==> src/rtl/alu_op_sequencer_if.sv <==
// Request, unit-side and result-side bus of the ALU operation sequencer.
// The slave modport is the sequencer's view; master is the surrounding system.
interface alu_op_sequencer_if #(
  parameter int IN_DATA_WIDTH  = 16,
  parameter int OUT_DATA_WIDTH = 16
);
  logic                      IN_VALID;
  logic                      IN_READY;
  logic [IN_DATA_WIDTH-1:0]  IN_A;
  logic [IN_DATA_WIDTH-1:0]  IN_B;
  logic [3:0]                IN_FUN;

  logic [IN_DATA_WIDTH-1:0]  A;
  logic [IN_DATA_WIDTH-1:0]  B;
  logic [1:0]                FUN_SEL;
  logic                      ARITH_Enable;
  logic                      LOGIC_Enable;
  logic                      CMP_Enable;
  logic                      SHIFT_Enable;

  logic [OUT_DATA_WIDTH-1:0] ARITH_OUT;
  logic [OUT_DATA_WIDTH-1:0] LOGIC_OUT;
  logic [OUT_DATA_WIDTH-1:0] CMP_OUT;
  logic [OUT_DATA_WIDTH-1:0] SHIFT_OUT;
  logic                      ARITH_Flag;
  logic                      LOGIC_Flag;
  logic                      CMP_Flag;
  logic                      SHIFT_Flag;

  logic [OUT_DATA_WIDTH-1:0] RESULT;
  logic                      RESULT_VALID;
  logic                      RESULT_ERR;
  logic                      RESULT_READY;

  modport slave (
    input  IN_VALID, IN_A, IN_B, IN_FUN,
    output IN_READY,
    output A, B, FUN_SEL, ARITH_Enable, LOGIC_Enable, CMP_Enable, SHIFT_Enable,
    input  ARITH_OUT, LOGIC_OUT, CMP_OUT, SHIFT_OUT,
    input  ARITH_Flag, LOGIC_Flag, CMP_Flag, SHIFT_Flag,
    output RESULT, RESULT_VALID, RESULT_ERR,
    input  RESULT_READY
  );

  modport master (
    output IN_VALID, IN_A, IN_B, IN_FUN,
    input  IN_READY,
    input  A, B, FUN_SEL, ARITH_Enable, LOGIC_Enable, CMP_Enable, SHIFT_Enable,
    output ARITH_OUT, LOGIC_OUT, CMP_OUT, SHIFT_OUT,
    output ARITH_Flag, LOGIC_Flag, CMP_Flag, SHIFT_Flag,
    input  RESULT, RESULT_VALID, RESULT_ERR,
    output RESULT_READY
  );
endinterface

==> src/rtl/alu_op_sequencer.sv <==
// Sequences one operation at a time through four external execution units:
// accept operands, pulse the selected unit's enable, wait for its flag (bounded), hold the result.
module alu_op_sequencer #(
  parameter int IN_DATA_WIDTH  = 16,
  parameter int OUT_DATA_WIDTH = 16,
  parameter int WAIT_LIMIT     = 8
) (
  input  logic              CLK,
  input  logic              RST,
  alu_op_sequencer_if.slave bus
);

  typedef enum logic [1:0] {
    S_IDLE  = 2'd0,
    S_ISSUE = 2'd1,
    S_WAIT  = 2'd2,
    S_HOLD  = 2'd3
  } state_e;

  localparam logic [3:0] CNT_LAST = 4'(WAIT_LIMIT - 1);

  state_e                    state_q,  state_d;
  logic [3:0]                cnt_q,    cnt_d;
  logic [IN_DATA_WIDTH-1:0]  a_q,      a_d;
  logic [IN_DATA_WIDTH-1:0]  b_q,      b_d;
  logic [3:0]                op_q,     op_d;
  logic [OUT_DATA_WIDTH-1:0] result_q, result_d;
  logic                      err_q,    err_d;

  logic                      sel_flag_s;
  logic [OUT_DATA_WIDTH-1:0] sel_out_s;

  // Only the unit named by the latched op may complete the operation.
  always_comb begin
    sel_flag_s = 1'b0;
    sel_out_s  = '0;
    case (op_q[3:2])
      2'b00: begin
        sel_flag_s = bus.ARITH_Flag;
        sel_out_s  = bus.ARITH_OUT;
      end
      2'b01: begin
        sel_flag_s = bus.LOGIC_Flag;
        sel_out_s  = bus.LOGIC_OUT;
      end
      2'b10: begin
        sel_flag_s = bus.CMP_Flag;
        sel_out_s  = bus.CMP_OUT;
      end
      2'b11: begin
        sel_flag_s = bus.SHIFT_Flag;
        sel_out_s  = bus.SHIFT_OUT;
      end
      default: begin
        sel_flag_s = 1'b0;
        sel_out_s  = '0;
      end
    endcase
  end

  // Next-state and datapath update.
  always_comb begin
    state_d  = state_q;
    cnt_d    = cnt_q;
    a_d      = a_q;
    b_d      = b_q;
    op_d     = op_q;
    result_d = result_q;
    err_d    = err_q;
    case (state_q)
      S_IDLE: begin
        if (bus.IN_VALID) begin
          a_d     = bus.IN_A;
          b_d     = bus.IN_B;
          op_d    = bus.IN_FUN;
          state_d = S_ISSUE;
        end else begin
          state_d = S_IDLE;
        end
      end
      S_ISSUE: begin
        cnt_d   = 4'd0;
        state_d = S_WAIT;
      end
      S_WAIT: begin
        // A flag in the last permitted cycle still counts as a normal completion.
        if (sel_flag_s) begin
          result_d = sel_out_s;
          err_d    = 1'b0;
          state_d  = S_HOLD;
        end else if (cnt_q == CNT_LAST) begin
          result_d = '0;
          err_d    = 1'b1;
          state_d  = S_HOLD;
        end else begin
          cnt_d   = cnt_q + 4'd1;
          state_d = S_WAIT;
        end
      end
      S_HOLD: begin
        if (bus.RESULT_READY) begin
          state_d = S_IDLE;
        end else begin
          state_d = S_HOLD;
        end
      end
      default: begin
        state_d = S_IDLE;
      end
    endcase
  end

  // State and datapath registers.
  always_ff @(posedge CLK or negedge RST) begin
    if (!RST) begin
      state_q  <= S_IDLE;
      cnt_q    <= 4'd0;
      a_q      <= '0;
      b_q      <= '0;
      op_q     <= 4'd0;
      result_q <= '0;
      err_q    <= 1'b0;
    end else begin
      state_q  <= state_d;
      cnt_q    <= cnt_d;
      a_q      <= a_d;
      b_q      <= b_d;
      op_q     <= op_d;
      result_q <= result_d;
      err_q    <= err_d;
    end
  end

  // Handshake and enables depend on registers only, never on inputs.
  assign bus.IN_READY     = (state_q == S_IDLE);
  assign bus.RESULT_VALID = (state_q == S_HOLD);
  assign bus.ARITH_Enable = (state_q == S_ISSUE) && (op_q[3:2] == 2'b00);
  assign bus.LOGIC_Enable = (state_q == S_ISSUE) && (op_q[3:2] == 2'b01);
  assign bus.CMP_Enable   = (state_q == S_ISSUE) && (op_q[3:2] == 2'b10);
  assign bus.SHIFT_Enable = (state_q == S_ISSUE) && (op_q[3:2] == 2'b11);
  assign bus.A            = a_q;
  assign bus.B            = b_q;
  assign bus.FUN_SEL      = op_q[1:0];
  assign bus.RESULT       = result_q;
  assign bus.RESULT_ERR   = err_q;

endmodule

==> src/flat_wrapper.sv <==
// flat-port wrapper written by rule: the top's interface ports become plain ports
module alu_op_sequencer_flat 
#(
  parameter int IN_DATA_WIDTH  = 16,
  parameter int OUT_DATA_WIDTH = 16,
  parameter int WAIT_LIMIT     = 8
)
  (CLK, RST, bus_IN_VALID, bus_IN_A, bus_IN_B, bus_IN_FUN, bus_IN_READY, bus_A, bus_B, bus_FUN_SEL, bus_ARITH_Enable, bus_LOGIC_Enable, bus_CMP_Enable, bus_SHIFT_Enable, bus_ARITH_OUT, bus_LOGIC_OUT, bus_CMP_OUT, bus_SHIFT_OUT, bus_ARITH_Flag, bus_LOGIC_Flag, bus_CMP_Flag, bus_SHIFT_Flag, bus_RESULT, bus_RESULT_VALID, bus_RESULT_ERR, bus_RESULT_READY);
  alu_op_sequencer_if #(.IN_DATA_WIDTH(IN_DATA_WIDTH), .OUT_DATA_WIDTH(OUT_DATA_WIDTH)) bus_i ();
  input  logic CLK;
  input  logic RST;
  input wire logic [$bits(bus_i.IN_VALID)-1:0] bus_IN_VALID;
  input wire logic [$bits(bus_i.IN_A)-1:0] bus_IN_A;
  input wire logic [$bits(bus_i.IN_B)-1:0] bus_IN_B;
  input wire logic [$bits(bus_i.IN_FUN)-1:0] bus_IN_FUN;
  output wire logic [$bits(bus_i.IN_READY)-1:0] bus_IN_READY;
  output wire logic [$bits(bus_i.A)-1:0] bus_A;
  output wire logic [$bits(bus_i.B)-1:0] bus_B;
  output wire logic [$bits(bus_i.FUN_SEL)-1:0] bus_FUN_SEL;
  output wire logic [$bits(bus_i.ARITH_Enable)-1:0] bus_ARITH_Enable;
  output wire logic [$bits(bus_i.LOGIC_Enable)-1:0] bus_LOGIC_Enable;
  output wire logic [$bits(bus_i.CMP_Enable)-1:0] bus_CMP_Enable;
  output wire logic [$bits(bus_i.SHIFT_Enable)-1:0] bus_SHIFT_Enable;
  input wire logic [$bits(bus_i.ARITH_OUT)-1:0] bus_ARITH_OUT;
  input wire logic [$bits(bus_i.LOGIC_OUT)-1:0] bus_LOGIC_OUT;
  input wire logic [$bits(bus_i.CMP_OUT)-1:0] bus_CMP_OUT;
  input wire logic [$bits(bus_i.SHIFT_OUT)-1:0] bus_SHIFT_OUT;
  input wire logic [$bits(bus_i.ARITH_Flag)-1:0] bus_ARITH_Flag;
  input wire logic [$bits(bus_i.LOGIC_Flag)-1:0] bus_LOGIC_Flag;
  input wire logic [$bits(bus_i.CMP_Flag)-1:0] bus_CMP_Flag;
  input wire logic [$bits(bus_i.SHIFT_Flag)-1:0] bus_SHIFT_Flag;
  output wire logic [$bits(bus_i.RESULT)-1:0] bus_RESULT;
  output wire logic [$bits(bus_i.RESULT_VALID)-1:0] bus_RESULT_VALID;
  output wire logic [$bits(bus_i.RESULT_ERR)-1:0] bus_RESULT_ERR;
  input wire logic [$bits(bus_i.RESULT_READY)-1:0] bus_RESULT_READY;
  assign bus_i.IN_VALID = bus_IN_VALID;
  assign bus_i.IN_A = bus_IN_A;
  assign bus_i.IN_B = bus_IN_B;
  assign bus_i.IN_FUN = bus_IN_FUN;
  assign bus_IN_READY = bus_i.IN_READY;
  assign bus_A = bus_i.A;
  assign bus_B = bus_i.B;
  assign bus_FUN_SEL = bus_i.FUN_SEL;
  assign bus_ARITH_Enable = bus_i.ARITH_Enable;
  assign bus_LOGIC_Enable = bus_i.LOGIC_Enable;
  assign bus_CMP_Enable = bus_i.CMP_Enable;
  assign bus_SHIFT_Enable = bus_i.SHIFT_Enable;
  assign bus_i.ARITH_OUT = bus_ARITH_OUT;
  assign bus_i.LOGIC_OUT = bus_LOGIC_OUT;
  assign bus_i.CMP_OUT = bus_CMP_OUT;
  assign bus_i.SHIFT_OUT = bus_SHIFT_OUT;
  assign bus_i.ARITH_Flag = bus_ARITH_Flag;
  assign bus_i.LOGIC_Flag = bus_LOGIC_Flag;
  assign bus_i.CMP_Flag = bus_CMP_Flag;
  assign bus_i.SHIFT_Flag = bus_SHIFT_Flag;
  assign bus_RESULT = bus_i.RESULT;
  assign bus_RESULT_VALID = bus_i.RESULT_VALID;
  assign bus_RESULT_ERR = bus_i.RESULT_ERR;
  assign bus_i.RESULT_READY = bus_RESULT_READY;
  alu_op_sequencer #(.IN_DATA_WIDTH(IN_DATA_WIDTH), .OUT_DATA_WIDTH(OUT_DATA_WIDTH), .WAIT_LIMIT(WAIT_LIMIT)) u_core (.CLK(CLK), .RST(RST), .bus(bus_i));
endmodule
==> config.mk <==
export PLATFORM = sky130hd
export DESIGN_NAME = alu_op_sequencer_flat
export DESIGN_NICKNAME = d
export VERILOG_FILES = /design/src/rtl/alu_op_sequencer_if.sv /design/src/rtl/alu_op_sequencer.sv /design/src/flat_wrapper.sv
export SDC_FILE = /design/constraint.sdc
export NUM_CORES = 1
export LEC_CHECK = 0
export ABC_AREA = 0
export BUFFER_PORTS_ARGS = -buffer_cell sky130_fd_sc_hd__buf_2
export CAP_MARGIN = 40
export CORE_MARGIN = 2
export CORE_UTILIZATION = 45
export CTS_CLUSTER_SIZE = 30
export DETAILED_ROUTE_END_ITERATION = 6
export GPL_ROUTABILITY_DRIVEN = 0
export PLACE_DENSITY = 0.82
export RECOVER_POWER = 50
export SYNTH_ARGS = -nofsm -noshare
export SYNTH_HDL_FRONTEND = slang
export SYNTH_SLANG_ARGS = --single-unit
==> constraint.sdc <==
create_clock -name CLK -period 3.65 [get_ports CLK]
set_input_delay 0.1825 -clock CLK [delete_from_list [all_inputs] [get_ports CLK]]
set_output_delay 0.1825 -clock CLK [all_outputs]
set_load 0.02 [all_outputs]
==> impl_metrics.csv, run 1 <==
group,metric,value,unit
worst_setup_path,critPathArrivalTime,2.45,ns
synth,synth_fp_nets,332,
grt,grt_pass1_wl,11400,um
worst_setup_path,path_depth,5,
die,start_util,46.0,%
timing,finalSetupViolCount,0,
die,core_area,0.00624,sq mm
synth,synth_top_area_share,51.5,%
clocking,cts_tree,"yes",
detailed_routing,drc,0,
detailed_routing,drtPass1Iterations,4,
pwr,power_leakage,1.93,nW
timing,fin_ws,1.46,ns
timing,whs,-0.00229,ns
place,dp_hpwl,5480,um
grt,grt_max_degree,60,
worst_setup_path,critPathKind,"flip-flop to flip-flop",
worst_setup_path,worstPathCellList,"mux2i_1, o22ai_2, buf_4, or2_1, o21ai_1",
timing,fin_crit_sh,60.1,%
grt,grtUsageTotal,20.8,%
pwr,p_sw_share,39.5,%
worst_setup_path,cp_max_fo,39,
die,dieWidth,83.8,um
place,placed_area,0.00369,sq mm
clocking,cts_hold_buf,0,
synth,synthesis.area,0.00287,sq mm
timing,slew_headroom,35.0,%
synth,synth_compound_area_share,5.32,%
final_layout,diodes,0,
clocking,cts.path.max_buffers,2,
synth,yosysSeqAreaShare,51.5,%
timing,finalHoldViolations,7,
worst_setup_path,start_kind,"flip-flop",
place,dp.cells,447,
timing,rsz0062_at_grt,"false",
final_layout,fin_nets,494,
place,dp_worst_setup_slack,1.52,ns
place,port_buffers,164,
worst_setup_path,critical_path_buf_inv_count,1,
synth,ys_seq_elements,59,
timing,max_freq,0.456,GHz
clocking,cts_setup_buffers,0,
clocking,insertion_delay,0.33,ns
status,violations,"negative hold slack",
synth,yosysWarnings,0,
job,max-cap-violations,0,
worst_hold_path,hp-class,"input pin to asynchronous set/reset pin",
grt,overflow,0,
timing,worst_pin_slew,0.975,ns
timing,period_needed,2.19,ns
synth,yosysMostFrequentCell,"dfrtp_1",
final_layout,final-seq-area,0.00148,sq mm
pwr,internal_power,2.14,mW
worst_setup_path,end_kind,"flip-flop",
pwr,pwr-share-seq,33.6,%
final_layout,fin_cells,463,
grt,first_global_vias,2309,
die,core.rowCount,29,
synth,synth_edf_count,0,
synth,synth_xor_area_share,0.611,%
status,status,"finished with violations",
clocking,cts-htree-levels,3,
timing,tns,0,ns
worst_setup_path,critPathSlowestCell,"dfrtp_1",
final_layout,post_route_cells_drive_above_1_share,54.4,%
synth,synthMuxAreaShare,27.5,%
clocking,cts_made_buffers,9,
clocking,clock-sinks,59,
pwr,finalPower,3.53,mW
synth,synthArstFlopShare,100,%
synth,yosys-top-cells-count,"dfrtp_1 (59), nand2_1 (38), mux2_2 (36)",
synth,synth_ff_type,"dfrtp_1",
timing,slew_viol_final,0,
synth,synth-simple-area-share,8.20,%
clocking,cts-root-buf,"clkbuf_8",
pwr,powerDensity,905,mW/mm^2
worst_setup_path,rr_worst_depth,5,
detailed_routing,routed_wl,7220,um
clocking,post_cts_resized,0,
synth,synth.distinct_cells,29,
die,die-area,0.00703,sq mm
detailed_routing,dr.first_iter.drc_count,80,
worst_setup_path,slowest_delay,0.98,ns
final_layout,multi_input_area,0.00126,sq mm
synth,synth_area_leader_cell,"dfrtp_1",
clocking,clkSlewWorstSetupHoldPaths,0.07,ns
detailed_routing,dr_total_vias,2341,
worst_setup_path,cp-startpoint,"u_core.op_q[3]",
die,die_h,83.8,um
detailed_routing,antenna_left,0,
worst_setup_path,crit_family,"flip-flops",
final_layout,fillers,543,
pwr,ir_drop,533,uV
worst_setup_path,reg2reg_from,"u_core.op_q[3]",
detailed_routing,post_drt_wl_per_cell,15.6,um
synth,avgSynthCellArea,13.1,sq um
synth,synth.area.top_cells,"dfrtp_1 (51%), mux2_2 (14%), mux4_2 (12%)",
pwr,comb_power_share,45.5,%
final_layout,final_core_util,62.5,%
worst_setup_path,required,3.90,ns
detailed_routing,viasPerCell,5.06,
synth,synth_top_family_by_area,"multiplexers",
pwr,p_sw,1.39,mW
grt,antenna_found_initial,0,
final_layout,stdcell_area,0.00390,sq mm
die,io_pins,165,
timing,finClkSkew,0.0126,ns
pwr,clkPwrFrac,20.9,%
synth,netlist_instances,219,
final_layout,area_delta_synth_final,36.0,%
synth,synthAdderAreaFrac,2.18,%
## cell usage in the layout (no fill, tap or decap), drive strengths merged, types with 2 or more instances in the layout
| cell | count |
|---|---|
| o21ai | 26 |
| ha | 5 |
| clkbuf | 38 |
| mux4 | 16 |
| nand2 | 39 |
| nand2b | 2 |
| dfrtp | 59 |
| mux2 | 36 |
| a21oi | 2 |
| mux2i | 2 |
| bufinv | 3 |
| inv | 5 |
| buf | 139 |
## flip-flops by register name, summed over array words and instances (netlist names)
register               cells
u_core.bus.A              16
u_core.bus.B              16
u_core.bus.RESULT_ERR      1
u_core.cnt_q               4
u_core.bus.RESULT         16
u_core.state_q             2
u_core.op_q                4
## final cells by class
cell class	instances	share of cell area [%]
sequential	59	37.8
multi-input combinational	140	32.2
inverter	4	0.385
clock buffer	10	3.53
tap	77	2.47
timing repair buffer	167	20.7
clock inverter	6	2.85
## power groups by stage
stage	clock (mW)	sequential (mW)	combinational [mW]
floorplan	0	1.47	0.904
global placement	0	1.16	1.62
detailed placement	0	1.19	1.66
CTS	0.755	1.18	1.67
global route	0.785	1.23	1.73
finish	0.739	1.19	1.60
## logic make-up after synthesis
logic type | Yosys count
and+or+nand+nor | 50
buffers and inverters | 20
adders and majority gates | 5
AOI/OAI and AO/OA | 29
xor gates and xnor gates | 2
DFF | 59
muxes | 54
## layer usage
metal / GRT usage (%) / up-vias / share of wire (%)
li1: - / 1099 / -
met1: 26.8 / 1139 / 40
met2: 33.6 / 91 / 51
met3: 5.84 / 12 / 6.7
met4: 8.21 / 0 / 1.8
met5: 0 / - / 0
## path summary, 6_finish.rpt
kind | slack [ns] | endpoint
max | 1.46 | u_core.cnt_q[3]
max in group asynchronous | 3.17 | u_core.cnt_q[0]
min reg2reg | 0.51 | u_core.bus.B[9]
max reg2reg | 1.46 | u_core.cnt_q[3]
min in group CLK | 0.07 | u_core.bus.A[4]
min | -0.002 | u_core.op_q[0]
(Power assumes the default switching activity.)
==> run 2, diff against run 1 <==
--- a/config.mk
+++ b/config.mk
@@ -9,11 +9,11 @@
 export BUFFER_PORTS_ARGS = -buffer_cell sky130_fd_sc_hd__buf_2
 export CAP_MARGIN = 40
 export CORE_MARGIN = 2
-export CORE_UTILIZATION = 45
+export CORE_UTILIZATION = 44
 export CTS_CLUSTER_SIZE = 30
 export DETAILED_ROUTE_END_ITERATION = 6
 export GPL_ROUTABILITY_DRIVEN = 0
-export PLACE_DENSITY = 0.82
+export PLACE_DENSITY = 0.8
 export RECOVER_POWER = 50
 export SYNTH_ARGS = -nofsm -noshare
 export SYNTH_HDL_FRONTEND = slang
==> constraint.sdc (replaced) <==
create_clock -name CLK -period 2.2 [get_ports CLK]
set_input_delay 0.11 -clock CLK [delete_from_list [all_inputs] [get_ports CLK]]
set_output_delay 0.11 -clock CLK [all_outputs]
set_load 0.02 [all_outputs]
==> impl_metrics.csv, run 2 (synthesis results as in run 1) <==
group,metric,value,unit
detailed_routing,drc,0,
die,die-area,0.00718,sq mm
timing,slew_headroom,49.2,%
pwr,internal_power,3.36,mW
final_layout,diodes,0,
detailed_routing,dr_total_vias,2349,
detailed_routing,drtPass1Iterations,4,
timing,worst_pin_slew,0.762,ns
grt,grt_pass1_wl,11000,um
grt,overflow,0,
worst_setup_path,critPathSlowestCell,"dfrtp_1",
worst_setup_path,worstPathCellList,"inv_1, ha_1, nand2_1, o22ai_2, buf_4, o21ai_0",
timing,fin_crit_sh,85.4,%
timing,finClkSkew,0.00409,ns
final_layout,fillers,553,
pwr,ir_drop,833,uV
final_layout,post_route_cells_drive_above_1_share,53.7,%
final_layout,fin_nets,502,
timing,finalHoldViolations,0,
clocking,cts_setup_buffers,0,
worst_setup_path,end_kind,"flip-flop",
clocking,cts.path.max_buffers,2,
die,core_area,0.00631,sq mm
timing,slew_viol_final,0,
place,dp_worst_setup_slack,0.361,ns
worst_setup_path,required,2.38,ns
clocking,clkSlewWorstSetupHoldPaths,0.06,ns
clocking,cts_made_buffers,9,
detailed_routing,post_drt_wl_per_cell,14.5,um
timing,finalSetupViolCount,0,
worst_setup_path,critPathKind,"flip-flop to flip-flop",
place,dp_hpwl,5300,um
die,die_h,84.8,um
timing,tns,0,ns
pwr,comb_power_share,48.8,%
clocking,cts_hold_buf,1,
status,status,"finished clean",
worst_hold_path,hp-class,"input pin to flip-flop",
pwr,clkPwrFrac,17.0,%
die,core.rowCount,29,
timing,rsz0062_at_grt,"false",
clocking,cts-root-buf,"clkbuf_8",
timing,fin_ws,0.321,ns
detailed_routing,viasPerCell,5.00,
grt,grtUsageTotal,19.3,%
pwr,power_leakage,1.94,nW
grt,antenna_found_initial,0,
clocking,clock-sinks,59,
clocking,post_cts_resized,0,
clocking,cts_tree,"yes",
pwr,p_sw,2.25,mW
final_layout,layout_common_cells,"buf_2 (135), dfrtp_1 (59), nand2_1 (38), mux2_2 (36), clkbuf_1 (31)",
detailed_routing,dr.first_iter.drc_count,89,
timing,period_needed,1.88,ns
pwr,pwr-share-seq,34.1,%
worst_setup_path,start_kind,"flip-flop",
worst_setup_path,critical_path_buf_inv_count,2,
pwr,finalPower,5.61,mW
place,port_buffers,164,
pwr,p_sw_share,40.0,%
final_layout,mostFrequentLayoutCell,"buf_2",
job,max-cap-violations,0,
grt,first_global_vias,2421,
detailed_routing,routed_wl,6820,um
worst_setup_path,crit_family,"compound AO/OA/AOI/OAI gates",
final_layout,final-seq-area,0.00148,sq mm
detailed_routing,antenna_left,0,
pwr,powerDensity,1440,mW/mm^2
final_layout,area_delta_synth_final,36.2,%
worst_setup_path,slowest_delay,0.40,ns
worst_setup_path,critPathArrivalTime,2.05,ns
timing,whs,0.0214,ns
worst_setup_path,cp_max_fo,33,
clocking,cts-htree-levels,3,
clocking,insertion_delay,0.31,ns
final_layout,multi_input_area,0.00126,sq mm
die,dieWidth,84.8,um
timing,max_freq,0.532,GHz
grt,grt_max_degree,37,
die,start_util,45.4,%
die,io_pins,165,
## run 2: cell count changes in the layout (fill, tap and decap cells not counted), sizes merged
cell and change:
clkbuf +6, dlygate4sd3 +3, buf +2, bufinv -2
clkinvlp -1, inv -1
## run 2: power groups by stage
stage               Sequential (mW)  Combinational (mW)  Clock (mW)
finish                         1.91                2.74       0.956
detailed placement             1.92                2.84           0
CTS                            1.91                2.84       0.988
global placement               1.89                2.77           0
floorplan                      2.45                1.50           0
global route                   1.98                2.96        1.05
## run 2: area by class of cell
cell class | count | area share (%)
Inverter | 4 | 0.384
Sequential cell | 59 | 37.8
Clock inverter | 2 | 0.896
Multi-Input combinational cell | 140 | 32.2
Timing Repair Buffer | 175 | 22.2
Clock buffer | 13 | 4.07
Tap cell | 77 | 2.46
## run 2: layer usage
metal	vias to the layer above	global-route usage (%)	share of wire, %	routed length [um]
met1	1124	23.9	40	2730
li1	1116	-	-	-
met5	-	0	0	0
met4	0	7.22	1.1	78
met3	10	4.82	7.2	492
met2	99	32.6	52	3520
## run 2: worst paths after layout
| check | start | end | slack, ns | cells after the start |
|---|---|---|---|---|
| max | u_core.state_q[0] | u_core.bus.RESULT[3] | 0.32 | 6 |
| min | bus_IN_A[0] | u_core.bus.A[0] | 0.02 | 2 |
| max reg2reg | u_core.state_q[0] | u_core.bus.RESULT[3] | 0.32 | 6 |
| max in group asynchronous | RST | u_core.bus.A[6] | 0.73 | 3 |
| min in group asynchronous | RST | u_core.bus.RESULT[0] | 0.38 | 2 |
| min reg2reg | u_core.bus.A[1] | u_core.bus.A[1] | 0.50 | 1 |
## run 2: per-stage QoR
step,utilization [%],instance area (sq um),std cells
4_1_cts,62.2,3930,468
6_report,61.9,3910,470
3_3_place_gp,59.0,3730,452
3_5_place_dp,59.0,3730,452
5_1_grt,61.9,3910,470
2_1_floorplan,-,2870,219
==> run 3, diff against run 2 <==
--- a/config.mk
+++ b/config.mk
@@ -9,11 +9,11 @@
 export BUFFER_PORTS_ARGS = -buffer_cell sky130_fd_sc_hd__buf_2
 export CAP_MARGIN = 40
 export CORE_MARGIN = 2
-export CORE_UTILIZATION = 44
+export CORE_UTILIZATION = 40
 export CTS_CLUSTER_SIZE = 30
 export DETAILED_ROUTE_END_ITERATION = 6
 export GPL_ROUTABILITY_DRIVEN = 0
-export PLACE_DENSITY = 0.8
+export PLACE_DENSITY = 0.77
 export RECOVER_POWER = 50
 export SYNTH_ARGS = -nofsm -noshare
 export SYNTH_HDL_FRONTEND = slang
==> constraint.sdc (replaced) <==
create_clock -name CLK -period 1.6 [get_ports CLK]
set_input_delay 0.08 -clock CLK [delete_from_list [all_inputs] [get_ports CLK]]
set_output_delay 0.08 -clock CLK [all_outputs]
set_load 0.02 [all_outputs]
==> impl_metrics.csv, run 3 (synthesis results as in run 1) <==
group,metric,value,unit
status,status,"finished clean",
final_layout,stdcell_area,0.00449,sq mm
detailed_routing,post_drt_wl_per_cell,15.7,um
worst_setup_path,path_depth,6,
worst_setup_path,required,1.81,ns
clocking,insertion_delay,0.33,ns
worst_setup_path,critical_path_buf_inv_count,2,
worst_setup_path,crit_family,"flip-flops",
job,max-cap-violations,0,
worst_setup_path,cp_max_fo,9,
timing,fin_ws,0.0281,ns
grt,grt_pass1_wl,12200,um
detailed_routing,dr_total_vias,2619,
worst_setup_path,rr_worst_depth,6,
pwr,power_leakage,2.19,nW
worst_setup_path,slowest_delay,0.44,ns
die,io_pins,165,
final_layout,fin_nets,546,
detailed_routing,dr.first_iter.drc_count,81,
pwr,ir_drop,1020,uV
place,placed_area,0.00383,sq mm
timing,max_freq,0.636,GHz
clocking,clkSlewWorstSetupHoldPaths,0.07,ns
detailed_routing,drc,0,
timing,whs,0.137,ns
grt,overflow,0,
grt,antenna_found_initial,0,
timing,worst_pin_slew,0.798,ns
place,port_buffers,164,
clocking,cts_made_buffers,9,
worst_hold_path,hp-class,"input pin to flip-flop",
timing,fin_crit_sh,98.2,%
clocking,cts_tree,"yes",
worst_setup_path,critPathKind,"flip-flop to flip-flop",
worst_setup_path,end_kind,"flip-flop",
clocking,cts-root-buf,"clkbuf_8",
final_layout,post_route_cells_drive_above_1_share,52.7,%
worst_setup_path,critPathSlowestCell,"dfrtp_1",
place,dp_worst_setup_slack,0.00944,ns
detailed_routing,antenna_left,0,
worst_setup_path,critPathArrivalTime,1.78,ns
pwr,powerDensity,1850,mW/mm^2
worst_hold_path,whs_path_depth,4,
timing,finalHoldViolations,0,
worst_setup_path,worstPathCellList,"mux2i_1, o22ai_4, buf_12, buf_4, nor4b_2, a21oi_1",
grt,grtUsageTotal,20.6,%
detailed_routing,routed_wl,8390,um
pwr,finalPower,8.29,mW
die,die-area,0.00787,sq mm
timing,rsz0062_at_grt,"true",
die,core.rowCount,30,
timing,finClkSkew,0.00895,ns
worst_setup_path,start_kind,"flip-flop",
final_layout,mostFrequentLayoutCell,"buf_2",
grt,grt_max_degree,60,
final_layout,diodes,0,
detailed_routing,drtPass1Iterations,4,
die,dieWidth,88.7,um
die,die_h,88.7,um
timing,period_needed,1.57,ns
clocking,clock-sinks,59,
worst_setup_path,r2r_slack,0.03,ns
clocking,cts-htree-levels,3,
timing,slew_viol_final,0,
place,dp_hpwl,5640,um
final_layout,area_delta_synth_final,56.5,%
timing,finalSetupViolCount,0,
detailed_routing,viasPerCell,4.90,
die,start_util,41.8,%
final_layout,layout_common_cells,"buf_2 (138), dfrtp_1 (58), dlygate4sd3_1 (38), nand2_1 (37), mux2_2 (36)",
die,core_area,0.00687,sq mm
timing,slew_headroom,46.8,%
grt,first_global_vias,2732,
clocking,cts.path.max_buffers,2,
run 3: cell types whose count changed in the layout (fill, tap and decap cells not counted), moves of 3 or more:
cell,change
dlygate4sd3_1,+35
buf_12,+4
clkbuf_1,-4
buf_2,+3
run 3: report_power, final:
| part | switching (mW) | internal [mW] |
|---|---|---|
| registers | 0.437 | 2.22 |
| clock network | 0.565 | 0.753 |
| logic | 2.31 | 2.01 |
| total | 3.31 | 4.98 |
run 3: area by class of cell:
type                       count  area (sq um)
clock buffer                  11           141
clock inverter                 5          52.6
multi-input combinational    140          1290
fill                         565          2380
tap                           96           120
timing repair buffer         219          1390
sequential                    59          1480
inverter                       4          15.0
run 3: path summary, 6_finish.rpt:
check | start | endpoint
worst max-delay path | u_core.op_q[3] | u_core.state_q[0]
worst min-delay path | bus_RESULT_READY | u_core.state_q[1]
worst max register to register | u_core.op_q[3] | u_core.state_q[0]
worst min register to register | u_core.bus.B[5] | u_core.bus.B[5]
max in group asynchronous | RST | u_core.op_q[2]
min in group asynchronous | RST | u_core.op_q[0]
run 3: tightest hold or removal path: cells and delay by family:
| family | cells | cell delay, ns |
|---|---|---|
| buffers and inverters | 1 | 0.08 |
| AND/OR/NAND/NOR | 1 | 0.06 |
| AO/OA/AOI/OAI | 2 | 0.21 |
run 3: metrics by stage:
stage,utilization [%],instances,TNS (ns)
finish,65.4,534,0
global route,65.4,534,-0.0961
CTS,64.1,529,0
detailed placement,55.8,475,0
global placement,55.8,475,0
floorplan,-,219,-0.232
run 3: what timing repair did:
item,in CTS,in global routing
resized for setup,1,9
pin swaps,0,1
buffers inserted,0,2
gates cloned,0,3
endpoints found under the setup margin,1,27
hold endpoints to repair,96,0
hold buffers,38,0
run 3: per-layer routing:
metal,global-route usage (%),wire [um]
met1,21.5,3040
met3,4.94,487
met4,9.50,274
met5,0.649,0
met2,38.4,4590
